$ cat config.mk
export PLATFORM = sky130hd
export DESIGN_NAME = cpu_trace_buffer_flat
export DESIGN_NICKNAME = d
export VERILOG_FILES = /design/src/rtl/cpu_trace_buffer_pkg.sv /design/src/rtl/cpu_trace_buffer_if.sv /design/src/rtl/cpu_trace_buffer_fifo.sv /design/src/rtl/cpu_trace_buffer.sv /design/src/flat_wrapper.sv
export SDC_FILE = /design/constraint.sdc
export NUM_CORES = 2
export LEC_CHECK = 0
export CAP_MARGIN = 40
export CORE_ASPECT_RATIO = 1.75
export CORE_MARGIN = 2
export CORE_UTILIZATION = 60
export DETAILED_ROUTE_END_ITERATION = 8
export HOLD_SLACK_MARGIN = 0.05
export MAX_ROUTING_LAYER = met4
export PLACE_DENSITY = 0.79
export SYNTH_ARGS = -nofsm -noshare
export SYNTH_HDL_FRONTEND = slang
export SYNTH_SLANG_ARGS = --single-unit
export TNS_END_PERCENT = 1
$ cat constraint.sdc
create_clock -name clk -period 20.7 [get_ports clk]
set_input_delay 4.14 -clock clk [delete_from_list [all_inputs] [get_ports clk]]
set_output_delay 4.14 -clock clk [all_outputs]
set_load 0.02 [all_outputs]
$ cat src/rtl/cpu_trace_buffer_pkg.sv
// rtl/cpu_trace_buffer_pkg.sv - state encoding and record layout for the commit-trace buffer
package cpu_trace_pkg;

  typedef enum logic [1:0] {
    ST_IDLE      = 2'd0,
    ST_WAIT_TRIG = 2'd1,
    ST_CAPTURE   = 2'd2,
    ST_DONE      = 2'd3
  } state_t;

  localparam int RF_ADDR_W = 5;
  localparam int STOP_W    = 16;

  // Record layout, msb first: pc, inst, rf_we, rf_waddr, rf_wdata, cycle
  function automatic int rec_width(input int data_w, input int cnt_w);
    return 3 * data_w + 1 + RF_ADDR_W + cnt_w;
  endfunction

  function automatic int lvl_width(input int depth);
    return $clog2(depth) + 1;
  endfunction

endpackage

$ cat src/rtl/cpu_trace_buffer_if.sv
// rtl/cpu_trace_buffer_if.sv - commit input and record drain port of the trace buffer
interface cpu_trace_buffer_if #(
  parameter int DATA_W = 32,
  parameter int CNT_W  = 32
);
  logic              commit_valid;
  logic [DATA_W-1:0] commit_pc;
  logic [DATA_W-1:0] commit_inst;
  logic              commit_rf_we;
  logic [4:0]        commit_rf_waddr;
  logic [DATA_W-1:0] commit_rf_wdata;

  logic              rd_valid;
  logic              rd_ready;
  logic [DATA_W-1:0] rd_pc;
  logic [DATA_W-1:0] rd_inst;
  logic              rd_rf_we;
  logic [4:0]        rd_rf_waddr;
  logic [DATA_W-1:0] rd_rf_wdata;
  logic [CNT_W-1:0]  rd_cycle;

  modport master (
    output commit_valid, commit_pc, commit_inst, commit_rf_we, commit_rf_waddr, commit_rf_wdata,
    output rd_ready,
    input  rd_valid, rd_pc, rd_inst, rd_rf_we, rd_rf_waddr, rd_rf_wdata, rd_cycle
  );

  modport slave (
    input  commit_valid, commit_pc, commit_inst, commit_rf_we, commit_rf_waddr, commit_rf_wdata,
    input  rd_ready,
    output rd_valid, rd_pc, rd_inst, rd_rf_we, rd_rf_waddr, rd_rf_wdata, rd_cycle
  );
endinterface

$ cat src/rtl/cpu_trace_buffer_fifo.sv
// rtl/cpu_trace_buffer_fifo.sv - first-word-fall-through circular record store with overwrite-on-full
module trace_fifo #(
  parameter int W     = 8,
  parameter int DEPTH = 16
) (
  input  logic                       clk,
  input  logic                       reset,
  input  logic                       clr,
  input  logic                       push,
  input  logic                       pop,
  input  logic                       wrap,
  input  logic [W-1:0]               wdata,
  output logic [W-1:0]               rdata,
  output logic [$clog2(DEPTH):0]     level,
  output logic                       full,
  output logic                       empty
);
  localparam int PTR_W = $clog2(DEPTH);
  localparam int LVL_W = PTR_W + 1;

  logic [W-1:0]     mem [DEPTH];
  logic [PTR_W-1:0] wr_ptr;
  logic [PTR_W-1:0] rd_ptr;
  logic             do_pop;
  logic             do_write;
  logic             overwrite;

  assign full  = (level == LVL_W'(DEPTH));
  assign empty = (level == '0);

  // A pop in the same cycle frees a slot, so a full push then never overwrites
  assign do_pop    = pop && !empty;
  assign do_write  = push && (!full || do_pop || wrap);
  assign overwrite = push && full && !do_pop && wrap;

  always_ff @(posedge clk or negedge reset) begin
    if (!reset) begin
      wr_ptr <= '0;
      rd_ptr <= '0;
      level  <= '0;
    end else if (clr) begin
      wr_ptr <= '0;
      rd_ptr <= '0;
      level  <= '0;
    end else begin
      if (do_write)
        wr_ptr <= wr_ptr + 1'b1;
      if (do_pop || overwrite)
        rd_ptr <= rd_ptr + 1'b1;
      if (do_write && !do_pop && !overwrite)
        level <= level + 1'b1;
      else if (do_pop && !do_write)
        level <= level - 1'b1;
    end
  end

  always_ff @(posedge clk) begin
    if (do_write && !clr)
      mem[wr_ptr] <= wdata;
  end

  assign rdata = empty ? '0 : mem[rd_ptr];

endmodule

$ cat src/rtl/cpu_trace_buffer.sv
// rtl/cpu_trace_buffer.sv - commit-trace capture: trigger, stop count, cycle stamping, overflow flag
module cpu_trace_buffer
  import cpu_trace_pkg::*;
#(
  parameter int DATA_W = 32,
  parameter int DEPTH  = 16,
  parameter int CNT_W  = 32
) (
  input  logic                      clk,
  input  logic                      reset,
  input  logic                      arm,
  input  logic                      mode_wrap,
  input  logic                      trig_en,
  input  logic [DATA_W-1:0]         trig_pc,
  input  logic [STOP_W-1:0]         stop_count,
  cpu_trace_buffer_if.slave         bus,
  output logic [1:0]                state,
  output logic [$clog2(DEPTH):0]    level,
  output logic                      overflow,
  output logic [STOP_W-1:0]         captured
);
  localparam int REC_W = rec_width(DATA_W, CNT_W);

  state_t            st;
  logic [CNT_W-1:0]  cycle;
  logic [REC_W-1:0]  wdata;
  logic [REC_W-1:0]  rdata;
  logic              full;
  logic              empty;
  logic              clr;
  logic              push_req;
  logic              do_pop;
  logic              accept;
  logic              ovf_evt;
  logic              stop_hit;
  logic [STOP_W-1:0] captured_inc;

  assign state = st;
  assign clr   = (st == ST_IDLE) && arm;

  assign push_req = bus.commit_valid &&
                    ((st == ST_CAPTURE) ||
                     ((st == ST_WAIT_TRIG) && (bus.commit_pc == trig_pc)));
  assign do_pop   = bus.rd_valid && bus.rd_ready;
  assign accept   = push_req && (!full || do_pop || mode_wrap);
  assign ovf_evt  = push_req && full && !do_pop;

  assign captured_inc = captured + 1'b1;
  assign stop_hit     = accept && (stop_count != '0) && (captured_inc == stop_count);

  assign wdata = {bus.commit_pc, bus.commit_inst, bus.commit_rf_we,
                  bus.commit_rf_waddr, bus.commit_rf_wdata, cycle};

  trace_fifo #(
    .W     (REC_W),
    .DEPTH (DEPTH)
  ) u_fifo (
    .clk   (clk),
    .reset (reset),
    .clr   (clr),
    .push  (push_req),
    .pop   (do_pop),
    .wrap  (mode_wrap),
    .wdata (wdata),
    .rdata (rdata),
    .level (level),
    .full  (full),
    .empty (empty)
  );

  assign bus.rd_valid = !empty;
  assign {bus.rd_pc, bus.rd_inst, bus.rd_rf_we, bus.rd_rf_waddr,
          bus.rd_rf_wdata, bus.rd_cycle} = rdata;

  always_ff @(posedge clk or negedge reset) begin
    if (!reset) begin
      st       <= ST_IDLE;
      captured <= '0;
      overflow <= 1'b0;
      cycle    <= '0;
    end else if (st == ST_IDLE) begin
      if (arm) begin
        captured <= '0;
        overflow <= 1'b0;
        cycle    <= '0;
        st       <= trig_en ? ST_WAIT_TRIG : ST_CAPTURE;
      end
    end else begin
      if (cycle != '1)
        cycle <= cycle + 1'b1;
      if (accept)
        captured <= captured_inc;
      if (ovf_evt)
        overflow <= 1'b1;
      case (st)
        // The trigger commit itself is the first record of the session
        ST_WAIT_TRIG: if (push_req) st <= stop_hit ? ST_DONE : ST_CAPTURE;
        ST_CAPTURE:   if (stop_hit) st <= ST_DONE;
        ST_DONE:      if (empty)    st <= ST_IDLE;
        default:      st <= ST_IDLE;
      endcase
    end
  end

endmodule

$ cat src/flat_wrapper.sv
// flat-port wrapper written by rule: the top's interface ports become plain ports
module cpu_trace_buffer_flat import cpu_trace_pkg::*;
#(
  parameter int DATA_W = 32,
  parameter int DEPTH  = 16,
  parameter int CNT_W  = 32
)
  (clk, reset, arm, mode_wrap, trig_en, trig_pc, stop_count, state, level, overflow, captured, bus_commit_valid, bus_commit_pc, bus_commit_inst, bus_commit_rf_we, bus_commit_rf_waddr, bus_commit_rf_wdata, bus_rd_ready, bus_rd_valid, bus_rd_pc, bus_rd_inst, bus_rd_rf_we, bus_rd_rf_waddr, bus_rd_rf_wdata, bus_rd_cycle);
  cpu_trace_buffer_if #(.DATA_W(DATA_W), .CNT_W(CNT_W)) bus_i ();
  input  logic clk;
  input  logic reset;
  input  logic arm;
  input  logic mode_wrap;
  input  logic trig_en;
  input  logic [DATA_W-1:0] trig_pc;
  input  logic [STOP_W-1:0] stop_count;
  output logic [1:0] state;
  output logic [$clog2(DEPTH):0] level;
  output logic overflow;
  output logic [STOP_W-1:0] captured;
  input wire logic [$bits(bus_i.commit_valid)-1:0] bus_commit_valid;
  input wire logic [$bits(bus_i.commit_pc)-1:0] bus_commit_pc;
  input wire logic [$bits(bus_i.commit_inst)-1:0] bus_commit_inst;
  input wire logic [$bits(bus_i.commit_rf_we)-1:0] bus_commit_rf_we;
  input wire logic [$bits(bus_i.commit_rf_waddr)-1:0] bus_commit_rf_waddr;
  input wire logic [$bits(bus_i.commit_rf_wdata)-1:0] bus_commit_rf_wdata;
  input wire logic [$bits(bus_i.rd_ready)-1:0] bus_rd_ready;
  output wire logic [$bits(bus_i.rd_valid)-1:0] bus_rd_valid;
  output wire logic [$bits(bus_i.rd_pc)-1:0] bus_rd_pc;
  output wire logic [$bits(bus_i.rd_inst)-1:0] bus_rd_inst;
  output wire logic [$bits(bus_i.rd_rf_we)-1:0] bus_rd_rf_we;
  output wire logic [$bits(bus_i.rd_rf_waddr)-1:0] bus_rd_rf_waddr;
  output wire logic [$bits(bus_i.rd_rf_wdata)-1:0] bus_rd_rf_wdata;
  output wire logic [$bits(bus_i.rd_cycle)-1:0] bus_rd_cycle;
  assign bus_i.commit_valid = bus_commit_valid;
  assign bus_i.commit_pc = bus_commit_pc;
  assign bus_i.commit_inst = bus_commit_inst;
  assign bus_i.commit_rf_we = bus_commit_rf_we;
  assign bus_i.commit_rf_waddr = bus_commit_rf_waddr;
  assign bus_i.commit_rf_wdata = bus_commit_rf_wdata;
  assign bus_i.rd_ready = bus_rd_ready;
  assign bus_rd_valid = bus_i.rd_valid;
  assign bus_rd_pc = bus_i.rd_pc;
  assign bus_rd_inst = bus_i.rd_inst;
  assign bus_rd_rf_we = bus_i.rd_rf_we;
  assign bus_rd_rf_waddr = bus_i.rd_rf_waddr;
  assign bus_rd_rf_wdata = bus_i.rd_rf_wdata;
  assign bus_rd_cycle = bus_i.rd_cycle;
  cpu_trace_buffer #(.DATA_W(DATA_W), .DEPTH(DEPTH), .CNT_W(CNT_W)) u_core (.clk(clk), .reset(reset), .arm(arm), .mode_wrap(mode_wrap), .trig_en(trig_en), .trig_pc(trig_pc), .stop_count(stop_count), .bus(bus_i), .state(state), .level(level), .overflow(overflow), .captured(captured));
endmodule
==> results.toml <==
[logic_synthesis]
syn_avg_cell_area_um2 = 23.55
ys_top_cells_by_count = "edfxtp_1 (2144), mux4_2 (670), and2_1 (138), clkbuf_1 (118), dfrtp_1 (64)"
synth_top_area_share_pct = 75.33
synthesis.nets = 3803
syn_inst = 3629
synth_adder_area_share_pct = 0.2577
yosysMostFrequentCell = "edfxtp_1"
ys_seq_area_share_pct = 77.20
synth_top_family_by_area = "multiplexers"
dominantRegCellSynth = "edfxtp_1"
synthArstFlopShare_pct = 2.899
synth_area_leaders = "edfxtp_1 (75%), mux4_2 (18%), dfrtp_1 (1.9%)"
yosys.area_share.simple_pct = 2.315
ys_types = 55
synth_seq_cells = 2208
yosysWarnings = 0
yosys.area.top_type = "edfxtp_1"
synth_xor_area_share_pct = 0.7583
synth_enable_flop_cells = 2144
synth.area.mux_share_pct = 17.84
netlist_area_um2 = 85470
synth-compound-area-share_pct = 0.7100

[critical_path]
r2r_cells = 11
crit_fanout = 111
worst-path-buf-inv = 7
startpoint_type = "flop"
crit_chain = "buf_16 > buf_12 > buf_4 > buf_12 > buf_4 > buf_16 > mux4_2 > mux4_2 > and2_1 > clkdlybuf4s50_1"
required_ps = 16560
max_stage_delay_ps = 680
arrival_ps = 5890
critPathKind = "flop to primary output"
critical_path.top_delay_family = "buffers and inverters"
slowest_stage = "buf_12"
path_depth = 10
cp-end-kind = "primary output"

[route]
vias = 40390
drc = 0
viasPerCell = 6.668
firstDrtPassIters = 6
avgRoutedWirePerCell_um = 32.94
routed_wl_um = 199500
drt_iter0_drc = 4465
ant_nets = 0

[worst_hold_path]
hold_depth = 2
hold_class = "flop to flop"

[power]
power_mw = 12.64
p_leak_nw = 30.36
worst_ir_drop_vdd_uv = 113.2
power_density_nw_per_um2 = 129.3

[timing]
setup_viol = 0
worst_pin_slew_ps = 1167
max-slew-margin-rel_pct = 22.22
final-max-slew-violation-count = 0
clock.fmax_mhz = 99.67
skew_ps = 25.27
finalCritPeriodShare_pct = 48.47
setup_tns_ps = 0
fin_crit_ps = 10030
rsz0062_at_grt = "false"
hold_violations = 0

[die]
ioPinCount = 316
die_h_um = 503.3
design.core.area_um2 = 141700
die_area_um2 = 145600
num_rows = 183
die_w_um = 289.3
initial_core_util_pct = 60.30

[flow_run]
max_cap_viol_count = 0

[global_route]
grt_util_all_layers_pct = 28.88
grt_max_degree = 174
use_met2_pct = 48.08
grtUsageMet3_pct = 4.774
grt_use_met1_pct = 37.12
grt_overflow_total = 0
grt_antenna_before_repair = 15
grt_pass1_vias = 42230
grt_pass1_wl_um = 290000
busiest_layer = "met2"

[clock_tree]
post_cts_buffers = 0
root_buffer = "clkbuf_16"
worstSkewPairLatency_ps = 820
cts_tree = "built"
cts.sinks = 2208
clk_pin_slew_ps = 70
cts_resized = 0
cts_buffer_depth = 3
ctsHoldBuffers = 0
cts_buffers = 183
htreeDepth = 4

[cells_and_area]
layout-drive-gt1-share_pct = 25.46
fill_cells = 8174
final_nets = 4209
ff_latch_area_um2 = 66000
area_growth_pct = 14.39
multi_input_area_um2 = 18810
layout.cells.non_filler = 6057

[placed_design]
gp_congestion = 0.8421
port_buffers = 315
place_inst = 5699
hpwl_um = 101000

[outcome]
outcome = "complete, no violations"
==> path summary, 6_finish.rpt <==
path,slack [ps],end,startpoint
worst max-delay path,10670,bus_rd_rf_wdata[30],u_core.u_fifo.rd_ptr[0]$_DFFE_PN0P_
worst min-delay path,530,u_core.overflow$_DFFE_PN0P_,u_core.overflow$_DFFE_PN0P_
worst max register to register,15860,u_core.u_fifo.mem[15][88]$_DFFE_PP_,u_core.state[1]$_DFFE_PN0P_
worst min register to register,530,u_core.overflow$_DFFE_PN0P_,u_core.overflow$_DFFE_PN0P_
max in group asynchronous,16860,u_core.u_fifo.rd_ptr[1]$_DFFE_PN0P_,reset
min in group asynchronous,3250,u_core.captured[0]$_DFFE_PN0P_,reset
==> routing by layer <==
metal | wire length [um] | vias up
li1 | - | 16270
met1 | 72860 | 21620
met2 | 105600 | 2153
met3 | 15680 | 342
met4 | 5328 | 0
met5 | 0 | -
==> area by class of cell <==
type                            instances  share of cell area (%)
Inverter                               13                 0.04991
Clock buffer                          235                   5.040
Tap cell                             1850                   2.368
Multi-Input combinational cell       1226                   19.24
Clock inverter                        110                   1.249
Antenna cell                           12                 0.03072
Sequential cell                      2208                   67.51
Timing Repair Buffer                  403                   4.510
==> worst register-to-register path: stages (launching register included) <==
cell and delay, ps:
dfrtp_1 430, inv_1 150, ha_1 290, nand2_1 80, nor4_1 320, a31oi_1 280, nor2_1 170, buf_4 240
nand2_1 290, nor2_4 600, buf_4 790, buf_4 740
==> power breakdown <==
group,total [mW],internal (mW),switching (mW)
Combinational,3.90,1.96,1.94
Clock,3.53,1.95,1.58
Sequential,5.20,5.08,0.122
Total,12.6,8.99,3.64
==> kinds of logic (layout without fill, tap and decap cells) <==
kind of cell / count (synthesis) / count (layout)
flops: 2208 / 2208
mux: 685 / 685
other cells: 0 / 12
buf+inv: 195 / 761
compound gates: 99 / 99
fa+ha+maj: 17 / 17
simple gates: 351 / 351
xor+xnor: 74 / 74
==> registers in the layout, summed over array words and instances, names as in the netlist <==
name,count
u_core.u_fifo.mem,2144
u_core.cycle,32
u_core.captured,16
u_core.u_fifo.level,5
u_core.u_fifo.rd_ptr,4
u_core.u_fifo.wr_ptr,4
u_core.state,2
u_core.overflow,1
==> placed cells by master, fill, tap and decap left out, types with 43 or more instances in the layout <==
| cell type | synthesis | final |
|---|---|---|
| edfxtp_1 | 2144 | 2144 |
| mux4_2 | 670 | 670 |
| clkdlybuf4s50_1 | 0 | 314 |
| clkbuf_16 | 0 | 185 |
| and2_1 | 138 | 138 |
| dfrtp_1 | 64 | 60 |
| xnor2_1 | 56 | 56 |
| buf_4 | 0 | 52 |
| nand2_1 | 47 | 47 |
| nor2_1 | 53 | 43 |
==> stage by stage <==
stage	utilization, %	setup WS [ps]	hold WS [ps]	area, um2
after floorplan	-	1618	580.0	85470
after global placement	64.15	10780	505.9	90920
after CTS	68.95	10500	530.4	97730
after detailed placement	64.61	10790	512.5	91580
after global routing	68.98	10230	546.2	97760
final	68.98	10670	532.0	97760
Power figures use the tool's default switching activity.
